<file path="src/rtl/gcd_core.sv">
// gcd_core: iterative subtraction-based GCD engine.
//
// Ports:
//   clk        rising-edge clock
//   rst        asynchronous active-high reset
//   in_valid   operand pair valid
//   in_ready   core can accept operands (high only in IDLE)
//   in_a/in_b  operands, WIDTH bits each
//   out_valid  result valid, held until out_ready
//   out_ready  consumer accepts the result
//   out_result gcd(in_a, in_b)
//   out_steps  number of subtraction steps performed (saturating)
//
// Each CALC cycle makes one decision: finish, or replace the larger operand
// with the difference. Zero or equal operands finish without any step.
module gcd_core #(
  parameter int unsigned WIDTH  = 32,
  parameter int unsigned STEP_W = 32
) (
  input  logic              clk,
  input  logic              rst,
  input  logic              in_valid,
  output logic              in_ready,
  input  logic [WIDTH-1:0]  in_a,
  input  logic [WIDTH-1:0]  in_b,
  output logic              out_valid,
  input  logic              out_ready,
  output logic [WIDTH-1:0]  out_result,
  output logic [STEP_W-1:0] out_steps
);

  typedef enum logic [1:0] {StIdle, StCalc, StDone} state_e;

  state_e              state_q;
  logic [WIDTH-1:0]    a_q, b_q;
  logic [STEP_W-1:0]   steps_q;

  logic                a_zero, b_zero, a_eq_b, a_gt_b;
  logic [WIDTH-1:0]    diff_ab, diff_ba;
  logic [STEP_W-1:0]   steps_inc;

  always_comb begin
    a_zero  = (a_q == '0);
    b_zero  = (b_q == '0);
    a_eq_b  = (a_q == b_q);
    a_gt_b  = (a_q > b_q);
    // Only the larger-minus-smaller difference is ever loaded, so no underflow.
    diff_ab = a_q - b_q;
    diff_ba = b_q - a_q;
    // Saturate at all-ones instead of wrapping.
    steps_inc = (&steps_q) ? steps_q : steps_q + 1'b1;
  end

  assign in_ready = (state_q == StIdle);

  always_ff @(posedge clk or posedge rst) begin
    if (rst) begin
      state_q    <= StIdle;
      a_q        <= '0;
      b_q        <= '0;
      steps_q    <= '0;
      out_result <= '0;
      out_steps  <= '0;
      out_valid  <= 1'b0;
    end else begin
      unique case (state_q)
        StIdle: begin
          if (in_valid) begin
            a_q     <= in_a;
            b_q     <= in_b;
            steps_q <= '0;
            state_q <= StCalc;
          end
        end
        StCalc: begin
          if (a_zero || b_zero || a_eq_b) begin
            // a==0 yields b; otherwise a (covers b==0 and a==b).
            out_result <= a_zero ? b_q : a_q;
            out_steps  <= steps_q;
            out_valid  <= 1'b1;
            state_q    <= StDone;
          end else if (a_gt_b) begin
            a_q     <= diff_ab;
            steps_q <= steps_inc;
          end else begin
            b_q     <= diff_ba;
            steps_q <= steps_inc;
          end
        end
        StDone: begin
          if (out_ready) begin
            out_valid <= 1'b0;
            state_q   <= StIdle;
          end
        end
        default: begin
          out_valid <= 1'b0;
          state_q   <= StIdle;
        end
      endcase
    end
  end

endmodule

</file>
<file path="config.mk">
export PLATFORM = sky130hd
export DESIGN_NAME = gcd_core
export DESIGN_NICKNAME = d
export VERILOG_FILES = /design/src/rtl/gcd_core.sv
export SDC_FILE = /design/constraint.sdc
export NUM_CORES = 1
export LEC_CHECK = 0
export CORE_MARGIN = 1
export CORE_UTILIZATION = 57
export CTS_CLUSTER_DIAMETER = 80
export DETAILED_ROUTE_END_ITERATION = 6
export GPL_ROUTABILITY_DRIVEN = 0
export PLACE_DENSITY = 0.82
export SLEW_MARGIN = 20
export SYNTH_ARGS = -nofsm -noshare
export SYNTH_HDL_FRONTEND = slang
export SYNTH_SLANG_ARGS = --single-unit
</file>
<file path="constraint.sdc">
create_clock -name clk -period 6.1 [get_ports clk]
set_input_delay 0.61 -clock clk [delete_from_list [all_inputs] [get_ports clk]]
set_output_delay 0.61 -clock clk [all_outputs]
set_load 0.005 [all_outputs]
</file>
# Yosys cells after proc, flatten, opt, wreduce, memory -nomap -nowiden
# Index checks and enable logic that the tools add are counted.
totals:
  out_inout_bits: 66
  reg_bits: 163
  word_cells: 55
  in_bits: 68
classes:
  n_bitwise: 1
  n_lt_le_gt_ge: 1
  mux: 20
  reduce_logical: 13
  n_eq_ne: 10
  addsub: 3
ops:
  columns: ["cell", "n"]
  rows:
  - ["32-bit two-way mux", 10]
  - ["32-bit case mux with 2 select lines", 3]
  - ["32-bit zero test", 2]
  - ["32-bit subtractor", 2]
  - ["32-bit by 1-bit adder with 32-bit output (second input constant)", 1]
  - ["32-bit == test", 1]
  - ["32-bit > comparator", 1]
  - ["32-bit AND reduction", 1]
  - ["2-bit != test (second input constant)", 7]
  - ["4-bit AND reduction", 3]
  - ["2-bit two-way mux", 3]
  - ["2-bit case mux with 3 select lines", 1]
  - ["3-bit AND reduction", 2]
  - ["1-bit case mux with 3 select lines", 1]
  - ["2-bit by 1-bit == test with 1-bit output (second input constant)", 1]
  - ["2-bit == test (second input constant)", 1]
  - ["2-bit zero test", 1]
  - ["1-bit logical OR", 2]
  - ["1-bit two-way mux", 2]
  - ["2-bit AND reduction", 1]
  - ["2-bit nonzero test", 1]
  - ["1-bit NOT", 1]

# Longest topological paths before layout
depth:
  word_depth: 5
  depth_mapped: 13
  mapped_depth_nobuf: 12

# Least setup slack after synthesis
# OpenSTA, ideal clock, no wires.
synth_path:
  path_kind: "register to register"
  from: "register a_q[0]"
  to: "register a_q[31]"
  t_arrival_ps: 2801
  stages_incl_launch_ff: 13
  period_less_slack_ps: 2925
  slack_ps: 3175
  t_required_ps: 5976
  n_path_buf: 1
  setup_ps: 124
  path_cell_list: "dfrtp_1 -> inv_1 -> ha_1 -> fa_1 -> nor2b_1 -> o2111ai_1 -> a211oi_1 -> nor4_2 -> o31a_1 -> a21oi_1 -> o21ai_2 -> buf_2 -> o31a_1"
synth_via:
  elab_chain_cells: 5
  elab_cells_between_ends: 12
  classes_between: "add/sub (1); order compare (1); eq/ne (3); mux (3); reduce/logical (4)"
synth_lines:
  columns: ["element", "line", "rtl"]
  rows:
  - ["start: declaration", "35", "logic [WIDTH-1:0] a_q, b_q;"]
  - ["start signal: assignment", "69", "a_q <= in_a;"]
  - ["start signal: assignment", "83", "a_q <= diff_ab;"]
  - ["parallel branches: the longest is 5 deep, another holds 32-bit subtractor", null, null]
# Parallel ways; which one is timed is not known. The select of a mux whose other input is x is not followed.
# A chain may end at the register's enable or synchronous reset.

# Worst setup path in the final report
layout_path:
  from: "register a_q[8]"
  to: "register a_q[18]"
# The elaborated chain is that of the path after synthesis.

==> impl_metrics.py <==
metrics = {
    "timing": {
        "slew_headroom_pct": 32.0,
        "rsz0062_at_grt": "no",
        "fin_skew_ps": 9.26,
        "hold_violations": 0,
        "setup_viol": 0,
        "fin_crit_sh_pct": 64.4,
        "fin_ws_ps": 2170,
        "period_minus_slack_ps": 3930,
        "setup_tns_ps": 0,
        "drv_slew": 0,
        "worst_slew_pin_slew_ps": 1020,
        "max_freq_mhz": 255,
    },
    "yosys": {
        "synth_ff_type": "dfrtp_1",
        "ys.warnings.count": 0,
        "synth.area.top_cells": "dfrtp_1 (38%), ha_1 (7.4%), a21oi_1 (6.1%)",
        "synth_top_area_share_pct": 37.9,
        "synthArstFlopShare_pct": 100,
        "ys_seq_area_share_pct": 37.9,
        "synthCells": 1290,
        "yosys.area.top_type": "dfrtp_1",
        "synth_cell_type_count": 58,
        "synthesis.nets": 1424,
        "synth_enable_flop_cells": 0,
        "syn_avg_cell_area_um2": 8.33,
        "synth_area_um2": 10800,
        "yosys_register_bits": 163,
    },
    "floorplan": {
        "initial_core_util_pct": 59.0,
        "num_rows": 49,
        "dieWidth_um": 139,
        "die_y_um": 139,
        "dieArea_um2": 19400,
        "io_pins": 134,
        "core_um2": 18200,
    },
    "critical_path": {
        "crit_path_end_kind": "flop",
        "crit_chain": "inv_1, ha_1, and2_1, a221o_1, nor2b_1, nor4_2, o31a_1, a21oi_1, o21ai_4, buf_4, a21oi_1, a22oi_1",
        "critPathLaunchType": "flop",
        "cp_slowest_stage_delay_ps": 660,
        "critical_path_buf_inv_count": 2,
        "crit_path_frequent_cell": "a21oi_1",
        "cpLargestDelayFamily": "compound AO/OA/AOI/OAI gates",
        "required_ps": 6450,
        "cp_max_fo": 32,
        "worstPathArrival_ps": 4270,
        "setup.worst_path.class": "flop to flop",
        "r2r_slack_ps": 2170,
        "critical_path.slowest_cell": "o21ai_4",
    },
    "clock_network": {
        "clk_latency_ps": 440,
        "clock_sinks": 163,
        "cts_resized": 0,
        "root_buffer": "clkbuf_16",
        "clockBufferDepth": 2,
        "numCtsBuffers": 17,
        "cts_setup_buffers": 0,
        "tritoncts": "built",
        "htree_levels": 4,
        "clkTransAtPathRegs_ps": 70,
        "cts-hold-fix-buffers": 0,
    },
    "finish": {
        "antenna-diode-count": 0,
        "area_growth_pct": 18.8,
        "nFillCells": 1413,
        "drive_above_1_share_pct": 6.12,
        "layout_commonest_cell": "dfrtp_1",
        "most-common-layout-cells": "dfrtp_1 (163), nand2_1 (160), clkdlybuf4s50_1 (133), a21oi_1 (132), o21ai_0 (127)",
        "fin_nets": 1510,
    },
    "drt": {
        "firstDrtPassIters": 6,
        "num_vias": 10200,
        "drc": 0,
        "drtIter0Drc": 1307,
        "wl_per_cell_um": 18.7,
        "drtAntennaViolNets": 0,
        "routed_wirelength_um": 30300,
        "viasPerCell": 6.29,
    },
    "global_routing": {
        "grt_pass1_wl_um": 49100,
        "globalRouteTotalUtil_pct": 31.8,
        "grt_start_max_net_pins": 103,
        "grt_pass1_vias": 9692,
        "global_route.overflow_total": 0,
        "antenna_found_initial": 0,
    },
    "place": {
        "dp.final_hpwl_um": 21900,
        "port_buffers": 133,
        "place_ws_ps": 2270,
    },
    "power_and_ir_drop": {
        "powerDensity_nw_per_um2": 623,
        "peakVddDrop_v": 0.000377,
        "leakage_nw": 5.75,
    },
    "flow_run": {
        "max_cap_viol_count": 0,
    },
    "outcome": {
        "status": "completed",
    },
    "min_path": {
        "worstHoldPathType": "flop to flop",
    },
}
## synthesized netlist by cell type (4+ instances only)
cell      number
nand3_1       33
or3_1         12
inv_1         83
a211oi_1      20
nand4_1       22
o221ai_1       5
nand2_1      161
a21oi_1      132
nor2_1        85
and3_1        11
o31a_1         5
nor3_1        16
clkbuf_1      47
o21a_1         5
o211ai_1       8
nor4_1        21
dfrtp_1      163
o21ai_0      127
buf_2         23
xor2_1        28
mux2i_1        4
nor2b_1       12
and2_1         7
ha_1          64
a22oi_1        6
a31oi_1       16
a21o_1        27
mux2_2        29
nand2b_1      12
buf_1          5
o21bai_1      10
xnor2_1       43
## worst paths after layout
check	start	endpoint	depth (start not counted)
max	a_q[8]$_DFFE_PP0P_	a_q[18]$_DFFE_PP0P_	12
min	out_result[8]$_DFFE_PP0P_	out_result[8]$_DFFE_PP0P_	2
max reg2reg	a_q[8]$_DFFE_PP0P_	a_q[18]$_DFFE_PP0P_	12
min reg2reg	out_result[8]$_DFFE_PP0P_	out_result[8]$_DFFE_PP0P_	2
max in group asynchronous	rst	a_q[18]$_DFFE_PP0P_	3
min in group asynchronous	rst	out_steps[27]$_DFFE_PP0P_	2
## layer usage
layer  up-vias  global-route usage, %  share of wire [%]
met3       100                   6.78                9.1
li1       4691                      -                  -
met1      4825                   42.9                 42
met5         -                      0                  0
met2       561                   49.6                 46
met4         0                   13.8                3.6
## where the power goes
part,switching [mW],internal (mW),leakage (nW)
Sequential,0.336,1.36,2.12
Combinational,3.17,2.00,3.34
Clock,0.521,0.561,0.295
## sequential cells by signal (all words and copies together) (netlist names)
signal      cells
steps_q        32
out_result     32
state_q         2
out_steps      32
out_valid       1
a_q            32
b_q            32
## worst register-to-register path, cell delays in order, from the launching register on
cell and delay (ps):
dfrtp_1 400, inv_1 80, ha_1 430, and2_1 250, a221o_1 320, nor2b_1 160, nor4_2 400, o31a_1 240
a21oi_1 120, o21ai_4 660, buf_4 460, a21oi_1 100, a22oi_1 220
## stage by stage
stage               power [mW]  hold WS (ps)  instance area [µm²]  utilization, %  cells
detailed placement        6.64           470                12200            66.8   1586
CTS                       7.80           486                12800            70.1   1618
global placement          6.53           463                12200            66.8   1586
global route              8.51           505                12800            70.1   1618
finish                    7.95           481                12800            70.1   1618
floorplan                 5.49           473                10800               -   1290
## cell type report
class	instances	area (µm²)	area share (%)
Tap cell	229	287	2.24
Sequential cell	163	4080	31.9
Timing Repair Buffer	142	1400	11.0
Clock buffer	18	439	3.44
Clock inverter	14	168	1.31
Inverter	83	317	2.48
Multi-Input combinational cell	969	6080	47.6
## kinds of logic after synthesis
group           synth area share, %
compound gates                 21.6
xor+xnor                       5.78
fa+ha+maj                      7.82
buf+inv                        5.78
flops                          37.9
mux                            3.41
simple gates                   17.7
Note: power is estimated with default switching activity, not from simulation.
